## config.mk

```make
export PLATFORM = sky130hd
export DESIGN_NAME = pipe_reg_flat
export DESIGN_NICKNAME = d
export VERILOG_FILES = /design/src/rtl/pipe_reg_if.sv /design/src/rtl/pipe_reg.sv /design/src/flat_wrapper.sv
export SDC_FILE = /design/constraint.sdc
export NUM_CORES = 1
export LEC_CHECK = 0
export CAP_MARGIN = 5
export CELL_PAD_IN_SITES_DETAIL_PLACEMENT = 1
export CELL_PAD_IN_SITES_GLOBAL_PLACEMENT = 1
export CORE_UTILIZATION = 34
export CTS_CLUSTER_SIZE = 12
export DETAILED_ROUTE_END_ITERATION = 6
export PLACE_DENSITY = 0.81
export SLEW_MARGIN = 20
export SYNTH_ARGS = -nofsm -noshare
export SYNTH_HDL_FRONTEND = slang
export SYNTH_SLANG_ARGS = --single-unit
```

## constraint.sdc

```tcl
create_clock -name clk -period 3.1 [get_ports clk]
set_clock_uncertainty 0.15 [all_clocks]
set_input_delay 0.775 -clock clk [delete_from_list [all_inputs] [get_ports clk]]
set_output_delay 0.775 -clock clk [all_outputs]
set_load 0.05 [all_outputs]
```

## src/rtl/pipe_reg_if.sv

```systemverilog
// ---------------------------------------------------------------------------
// pipe_reg_if : valid/ready stream bundle used on both sides of pipe_reg.
//   valid  producer has a word this cycle
//   data   payload, WIDTH bits
//   ready  consumer accepts the word this cycle
// master = producer side (drives valid/data), slave = consumer side.
// ---------------------------------------------------------------------------
interface pipe_reg_if #(parameter int WIDTH = 32);
   logic             valid;
   logic [WIDTH-1:0] data;
   logic             ready;

   modport master (output valid, output data, input ready);
   modport slave  (input valid, input data, output ready);
endinterface

```

## src/rtl/pipe_reg.sv

```systemverilog
// ---------------------------------------------------------------------------
// pipe_reg : elastic pipeline register, DEPTH stages of WIDTH bits with
// valid/ready handshake, bubble collapsing, global pause and sync flush.
//
// Ports
//   clk    in   rising-edge clock
//   rst    in   asynchronous reset, active-high
//   pause  in   freeze all state, no transfers on either side
//   flush  in   kill every held entry at the next edge (wins over pause)
//   up     slave  stream into the block  (valid/data in, ready out)
//   dn     master stream out of the block (valid/data out, ready in)
//   count  out  entries held (stages + skid slot), $clog2(DEPTH+2) bits
//
// Build option
//   PIPE_REG_SKID_EN : adds one skid slot ahead of stage 0 so up.ready only
//   depends on registered state (no combinational path from dn.ready).
//   Capacity becomes DEPTH+1. Undefined: capacity DEPTH, up.ready is
//   combinational from dn.ready through the stage ready chain.
// ---------------------------------------------------------------------------

// One register stage. load already folds in pause and downstream readiness;
// flush clears the valid bit regardless of load.
module pipe_reg_stage #(parameter int WIDTH = 32) (
   input  logic             clk,
   input  logic             rst,
   input  logic             flush,
   input  logic             load,
   input  logic             src_v,
   input  logic [WIDTH-1:0] src_d,
   output logic             v,
   output logic [WIDTH-1:0] d
);
   always_ff @(posedge clk or posedge rst) begin
      if (rst) begin
         v <= 1'b0;
         d <= '0;
      end else if (flush) begin
         v <= 1'b0;
      end else if (load) begin
         v <= src_v;
         // Payload only moves with a valid word; a bubble leaves d alone.
         if (src_v) d <= src_d;
      end
   end
endmodule

module pipe_reg #(
   parameter  int WIDTH = 32,
   parameter  int DEPTH = 1,
   localparam int CW    = $clog2(DEPTH + 2)
) (
   input  logic          clk,
   input  logic          rst,
   input  logic          pause,
   input  logic          flush,
   pipe_reg_if.slave     up,
   pipe_reg_if.master    dn,
   output logic [CW-1:0] count
);

   logic [DEPTH-1:0]            vld_pipe;
   logic [DEPTH-1:0][WIDTH-1:0] dat_pipe;
   logic [DEPTH:0]              ready;     // ready[k]: stage k may load this edge
   logic                        src0_v;
   logic [WIDTH-1:0]            src0_d;
   logic                        in_fire;
   logic                        out_fire;

   // Ready chain, evaluated from the output backwards. An empty stage is
   // always ready, which is what collapses bubbles under a stalled sink.
   always_comb begin
      ready        = '0;
      ready[DEPTH] = dn.ready & ~pause;
      for (int k = DEPTH - 1; k >= 0; k--)
         ready[k] = ~pause & (~vld_pipe[k] | ready[k + 1]);
   end

`ifdef PIPE_REG_SKID_EN
   logic             skid_v;
   logic [WIDTH-1:0] skid_d;

   // Acceptance depends only on the skid flag, so dn.ready never reaches
   // up.ready combinationally.
   assign up.ready = ~skid_v & ~pause & ~flush;

   // A parked word drains first; while parked up.ready is low, so up.data
   // can never overtake it.
   assign src0_v = skid_v | up.valid;
   assign src0_d = skid_v ? skid_d : up.data;

   always_ff @(posedge clk or posedge rst) begin
      if (rst) begin
         skid_v <= 1'b0;
         skid_d <= '0;
      end else if (flush) begin
         skid_v <= 1'b0;
      end else if (ready[0]) begin
         // Stage 0 consumes either the parked word or the new word directly.
         skid_v <= 1'b0;
      end else if (in_fire) begin
         // Stage 0 blocked: park the accepted word.
         skid_v <= 1'b1;
         skid_d <= up.data;
      end
   end
`else
   assign up.ready = ready[0] & ~flush;
   assign src0_v   = up.valid;
   assign src0_d   = up.data;
`endif

   for (genvar g = 0; g < DEPTH; g++) begin : g_stage
      if (g == 0) begin : g_head
         pipe_reg_stage #(.WIDTH(WIDTH)) u_stage (
            .clk   (clk),
            .rst   (rst),
            .flush (flush),
            .load  (ready[g]),
            .src_v (src0_v),
            .src_d (src0_d),
            .v     (vld_pipe[g]),
            .d     (dat_pipe[g])
         );
      end else begin : g_body
         pipe_reg_stage #(.WIDTH(WIDTH)) u_stage (
            .clk   (clk),
            .rst   (rst),
            .flush (flush),
            .load  (ready[g]),
            .src_v (vld_pipe[g-1]),
            .src_d (dat_pipe[g-1]),
            .v     (vld_pipe[g]),
            .d     (dat_pipe[g])
         );
      end
   end

   // Output is hidden during pause but the held word stays in place.
   assign dn.valid = vld_pipe[DEPTH-1] & ~pause;
   assign dn.data  = dat_pipe[DEPTH-1];

   assign in_fire  = up.valid & up.ready;
   assign out_fire = dn.valid & dn.ready;

   // Occupancy: flush empties everything, including any word leaving in
   // the same cycle.
   always_ff @(posedge clk or posedge rst) begin
      if (rst) begin
         count <= '0;
      end else if (flush) begin
         count <= '0;
      end else if (in_fire && !out_fire) begin
         count <= count + CW'(1);
      end else if (!in_fire && out_fire) begin
         count <= count - CW'(1);
      end
   end

endmodule
```

## src/flat_wrapper.sv

```systemverilog
// flat-port wrapper written by rule: the top's interface ports become plain ports
module pipe_reg_flat 
#(
   parameter  int WIDTH = 32,
   parameter  int DEPTH = 1,
   localparam int CW    = $clog2(DEPTH + 2)
)
  (clk, rst, pause, flush, count, up_valid, up_data, up_ready, dn_valid, dn_data, dn_ready);
  pipe_reg_if #(.WIDTH(WIDTH)) up_i ();
  pipe_reg_if #(.WIDTH(WIDTH)) dn_i ();
  input  logic clk;
  input  logic rst;
  input  logic pause;
  input  logic flush;
  output logic [CW-1:0] count;
  input wire logic [$bits(up_i.valid)-1:0] up_valid;
  input wire logic [$bits(up_i.data)-1:0] up_data;
  output wire logic [$bits(up_i.ready)-1:0] up_ready;
  output wire logic [$bits(dn_i.valid)-1:0] dn_valid;
  output wire logic [$bits(dn_i.data)-1:0] dn_data;
  input wire logic [$bits(dn_i.ready)-1:0] dn_ready;
  assign up_i.valid = up_valid;
  assign up_i.data = up_data;
  assign up_ready = up_i.ready;
  assign dn_valid = dn_i.valid;
  assign dn_data = dn_i.data;
  assign dn_i.ready = dn_ready;
  pipe_reg #(.WIDTH(WIDTH), .DEPTH(DEPTH)) u_core (.clk(clk), .rst(rst), .pause(pause), .flush(flush), .up(up_i), .dn(dn_i), .count(count));
endmodule
```

# After elaboration in Yosys (flattened, before gate mapping)
# Index checks and enable logic that the tools add are counted.
# op_classes
addsub	2
n_mux	5
n_bitwise	10
reduce_logical	7
# ops
cell	count
1-bit bitwise AND	6
2-bit 2-to-1 mux	3
1-bit inverter	3
3-bit AND reduction	1
3-bit nonzero test	1
2-bit by 1-bit adder with 2-bit output (second input constant)	1
1-bit logical AND	2
1-bit zero test	2
1-bit 2-to-1 mux	2
2-bit nonzero test	1
2-bit by 1-bit subtractor with 2-bit output (second input constant)	1
1-bit bitwise OR	1
# totals
ff_bits	35
inputBits	38
out_inout_bits	36
word_cells	27

# Longest topological paths before layout
# logic_depth
ltp_word	11
ltp_mapped	5
depth_no_buf	3

# Cells and area by module
# Synthesis repeated with hierarchy kept, for this count alone.
# hier_totals
cells_unflattened	91
area_unflattened_um2	1537.7
# modules_own_cells
module	instances	cells_per_inst	area_per_inst_um2	seq_area_each_um2
pipe_reg_stage	1	72	1370.1	825.8
pipe_reg	1	19	167.7	50.0

# Worst setup path after synthesis
# Ideal clock, no wire load.
# synth_path
path_kind	input port to output port
from	input port flush
to	output port up_ready
t_arrival_ns	2.024
required_time_ns	2.175
slack_ns	0.151
cell_stages	2
path_buffers	1
path_cell_list	buf_2 > nor3_1
# synth_via
elab_chain_cells	2
# synth_lines
element	line_no	rtl
from (decl)	flat_wrapper.sv:14	input logic flush;
1-bit inverter	pipe_reg.sv:107	assign up.ready = ready[0] & ~flush;
1-bit bitwise AND	pipe_reg.sv:107	
to (decl)	flat_wrapper.sv:18	output wire logic [$bits(up_i.ready)-1:0] up_ready;
# Every way passes these cells.

# Worst setup path after layout
# layout_path
from	input port dn_ready
to	output port up_ready
# layout_via
elab_chain_cells	4
# layout_lines
element	line_no	rtl
from (decl)	flat_wrapper.sv:21	input wire logic [$bits(dn_i.ready)-1:0] dn_ready;
1-bit bitwise AND	pipe_reg.sv:73	ready[DEPTH] = dn.ready & ~pause;
1-bit bitwise OR	pipe_reg.sv:75	ready[k] = ~pause & (~vld_pipe[k] | ready[k + 1]);
1-bit bitwise AND	pipe_reg.sv:75	
1-bit bitwise AND	pipe_reg.sv:107	
# Every way passes these cells.

==> flow_summary.ini <==
[status]
outcome = finished clean

[finish]
drive_above_1_share_pct = 27.0
commonest_cells_after_routing_fill_and_taps_aside = sky130_fd_sc_hd__clkdlybuf4s50_1 (71), sky130_fd_sc_hd__dfrtp_1 (35), sky130_fd_sc_hd__mux2_4 (30)
antenna-diode-count = 0
final_nets = 215
mostFrequentLayoutCell = sky130_fd_sc_hd__clkdlybuf4s50_1
layout-area-overhead-vs-synth_pct = 58.5

[power]
sequentialPowerShare_pct = 35.1
share_comb_of_total_power_pct = 43.3
sw_pwr_mw = 0.643
power_frac_clock_pct = 21.6
sw_frac_of_total_pct = 37.7
leakage_nw = 1.17
ir_worst_vdd_uv = 281
power_density_nw_per_um2 = 678
power.internal_mw = 1.06

[worst_setup_path]
critical-path-max-stage-delay_ps = 600
critPathCaptureType = output port
element_type_at_the_critical_path_start = primary input
critical_path_peak_fanout = 5
timing.reg2reg.worst_path_depth = 4
crit_path_start = dn_ready
timing.critical_path.cells = clkdlybuf4s50_1 -> nor2b_4 -> nor3_1 -> buf_12
timing_worst_setup_path_type = in2out
timing.rr.end = u_core.g_stage[0].g_head.u_stage.d[13]$_DFFE_PP0P_
cp_slowest_cell = sky130_fd_sc_hd__clkdlybuf4s50_1
worst_ep_arrival_time_ps = 1960
reg2reg_setup_slack_ps = 1250
crit-reg2reg-launch = u_core.g_stage[0].g_head.u_stage.v$_DFFE_PP0P_
crit_required_ps = 2170

[floorplanning]
i_o_pin_count = 74
die_height_um = 70.3
initial_utilization_pct = 35.9
core_region_area_um2 = 4410
die_width_um = 70.3
design.die.area_um2 = 4940
placement_rows = 24

[sta]
slew-limit-headroom_pct = 60.2
smallest_setup_slack_after_layout_ps = 218
layout_min_cycle_time_ps = 2880
timing_hold_violations_final = 0
fmax_mhz = 347
whs_ps = 360
setup-tns-final_ps = 0
grt_setup_unrepaired = false
fin_crit_sh_pct = 93.0
finalMaxSlewViolations = 0
setup_viol = 0
worst_pin_slew_ps = 596

[global_routing]
antenna_violations_before_repair = 0
globalRouteTotalUtil_pct = 17.5
first_global_vias = 1234
grt-ovfl-total = 0
grt_start_max_net_pins = 24
grt_first_pass_wirelength_mm = 6.58

[detailed_routing]
dr_total_vias = 1126
initialDrtViolationCount = 57
route.antenna.remaining_nets = 0
route.final.wire_length_mm = 3.97
firstDrtPassIters = 4
avgRoutedWirePerCell_um = 17.3
drc_errors = 0
post_drt_via_cell_ratio = 4.90

[min_path]
hold_crit_endpoint = u_core.g_stage[0].g_head.u_stage.d[18]$_DFFE_PP0P_
hold_class = reg2reg
hold_path.startpoint = u_core.g_stage[0].g_head.u_stage.d[18]$_DFFE_PP0P_
hold-path-cell-count = 1

[placement]
place_worst_setup_slack_ps = 206
hpwl_mm = 2.97
globalplace.congestion = 0.714
port-buffer-count = 73

[synthesis]
yosys_warnings = 0
synth-edff-count = 0
synth_fp_nets = 136
synthTopCellsByArea = sky130_fd_sc_hd__dfrtp_1 (55%), sky130_fd_sc_hd__mux2_4 (28%), sky130_fd_sc_hd__buf_6 (2.1%), sky130_fd_sc_hd__mux2_2 (1.4%), sky130_fd_sc_hd__nand3b_4 (1.3%)
synth_top_area_cell = sky130_fd_sc_hd__dfrtp_1
synth_ff_type = sky130_fd_sc_hd__dfrtp_1
ys_seq_elements = 35
synth_area_um2 = 1590
netlist_instances = 98
async_reset_ff_share_pct = 100
ys_seq_area_share_pct = 55.2
post_synth.cell_area_avg_um2 = 16.2
ys_types = 24
yosys.area.top_type_share_pct = 55.2

[clock_tree]
numClockSinks = 35
cts.clk_slew.worst_paths_ps = 70
post-cts-setup-buffer-count = 0
clock_insertion_delay_worst_skew_ps = 290
clk_root_buffer_cell = sky130_fd_sc_hd__clkbuf_8
cts_htree_levels = 2
cts_inserted_buffers = 5
cts_resized = 0
cts_hold_buffers = 0
clock_path_buffers = 2
cts_tree = done

[flow_run]
maxCapViolCount = 0
==> per-layer routing <==
layer / wire (um) / track usage [%]
met5: 0 / 0
met4: 82 / 8.00
met3: 271 / 4.62
met2: 1980 / 27.8
met1: 1640 / 22.2
==> critical path: cells and delay by family <==
kind / cells / cell delay [ps]
AND/OR/NAND/NOR: 2 / 390
buffers and inverters: 2 / 790
==> synth_stat cells, types with 2 or more instances <==
cell type	number
sky130_fd_sc_hd__dfrtp_1	35
sky130_fd_sc_hd__mux2_4	30
sky130_fd_sc_hd__buf_6	3
sky130_fd_sc_hd__inv_1	3
sky130_fd_sc_hd__nor2b_1	3
sky130_fd_sc_hd__a21oi_1	2
sky130_fd_sc_hd__and3_1	2
sky130_fd_sc_hd__mux2_2	2
sky130_fd_sc_hd__nand2b_1	2
sky130_fd_sc_hd__nor3_1	2
==> power groups by stage <==
stage / Sequential (mW) / Combinational (mW) / Clock (mW)
floorplan: 0.911 / 0.161 / 0
finish: 0.598 / 0.737 / 0.368
global route: 0.609 / 0.767 / 0.400
CTS: 0.600 / 0.745 / 0.381
global placement: 0.601 / 0.729 / 0
detailed placement: 0.608 / 0.740 / 0
==> final cells by class <==
class,instances,area [um^2]
Fill cell,438,1900
Clock buffer,7,96.3
Timing Repair Buffer,76,798
Multi-Input combinational cell,56,661
Tap cell,52,65.1
Clock inverter,1,7.51
Inverter,3,11.3
Sequential cell,35,876
==> flip-flops by register name, indices dropped and copies added (netlist names) <==
signal,flops
u_core.g_stage.g_head.u_stage.d,32
u_core.g_stage.g_head.u_stage.v,1
u_core.count,2
==> worst max path at each step <==
stage | endpoint | slack [ps] | cells past startpoint
after floorplan | up_ready | 150 | 2
after global placement | up_ready | 290 | 3
after detailed placement | up_ready | 210 | 4
after CTS | up_ready | 200 | 4
after global routing | up_ready | 150 | 3
final | up_ready | 220 | 4
==> metrics by stage <==
stage / total power [mW] / instance area, um^2 / instances / util [%]
4_1_cts: 1.73 / 2510 / 230 / 57.0
3_3_place_gp: 1.33 / 2410 / 222 / 54.6
2_1_floorplan: 1.07 / 1590 / 98 / -
5_1_grt: 1.78 / 2510 / 230 / 57.0
6_report: 1.70 / 2510 / 230 / 57.0
3_5_place_dp: 1.35 / 2410 / 222 / 54.6
==> kinds of logic (layout without fill, tap and decap cells) <==
| group | count (synthesis) | count (layout) | share of synthesized area [%] |
|---|---|---|---|
| DFF | 35 | 35 | 55.2 |
| muxes | 33 | 33 | 30.5 |
| and+or+nand+nor | 17 | 17 | 8.44 |
| buffers and inverters | 7 | 87 | 3.15 |
| AOI/OAI and AO/OA | 6 | 6 | 2.68 |
Power figures use the tool's default switching activity.
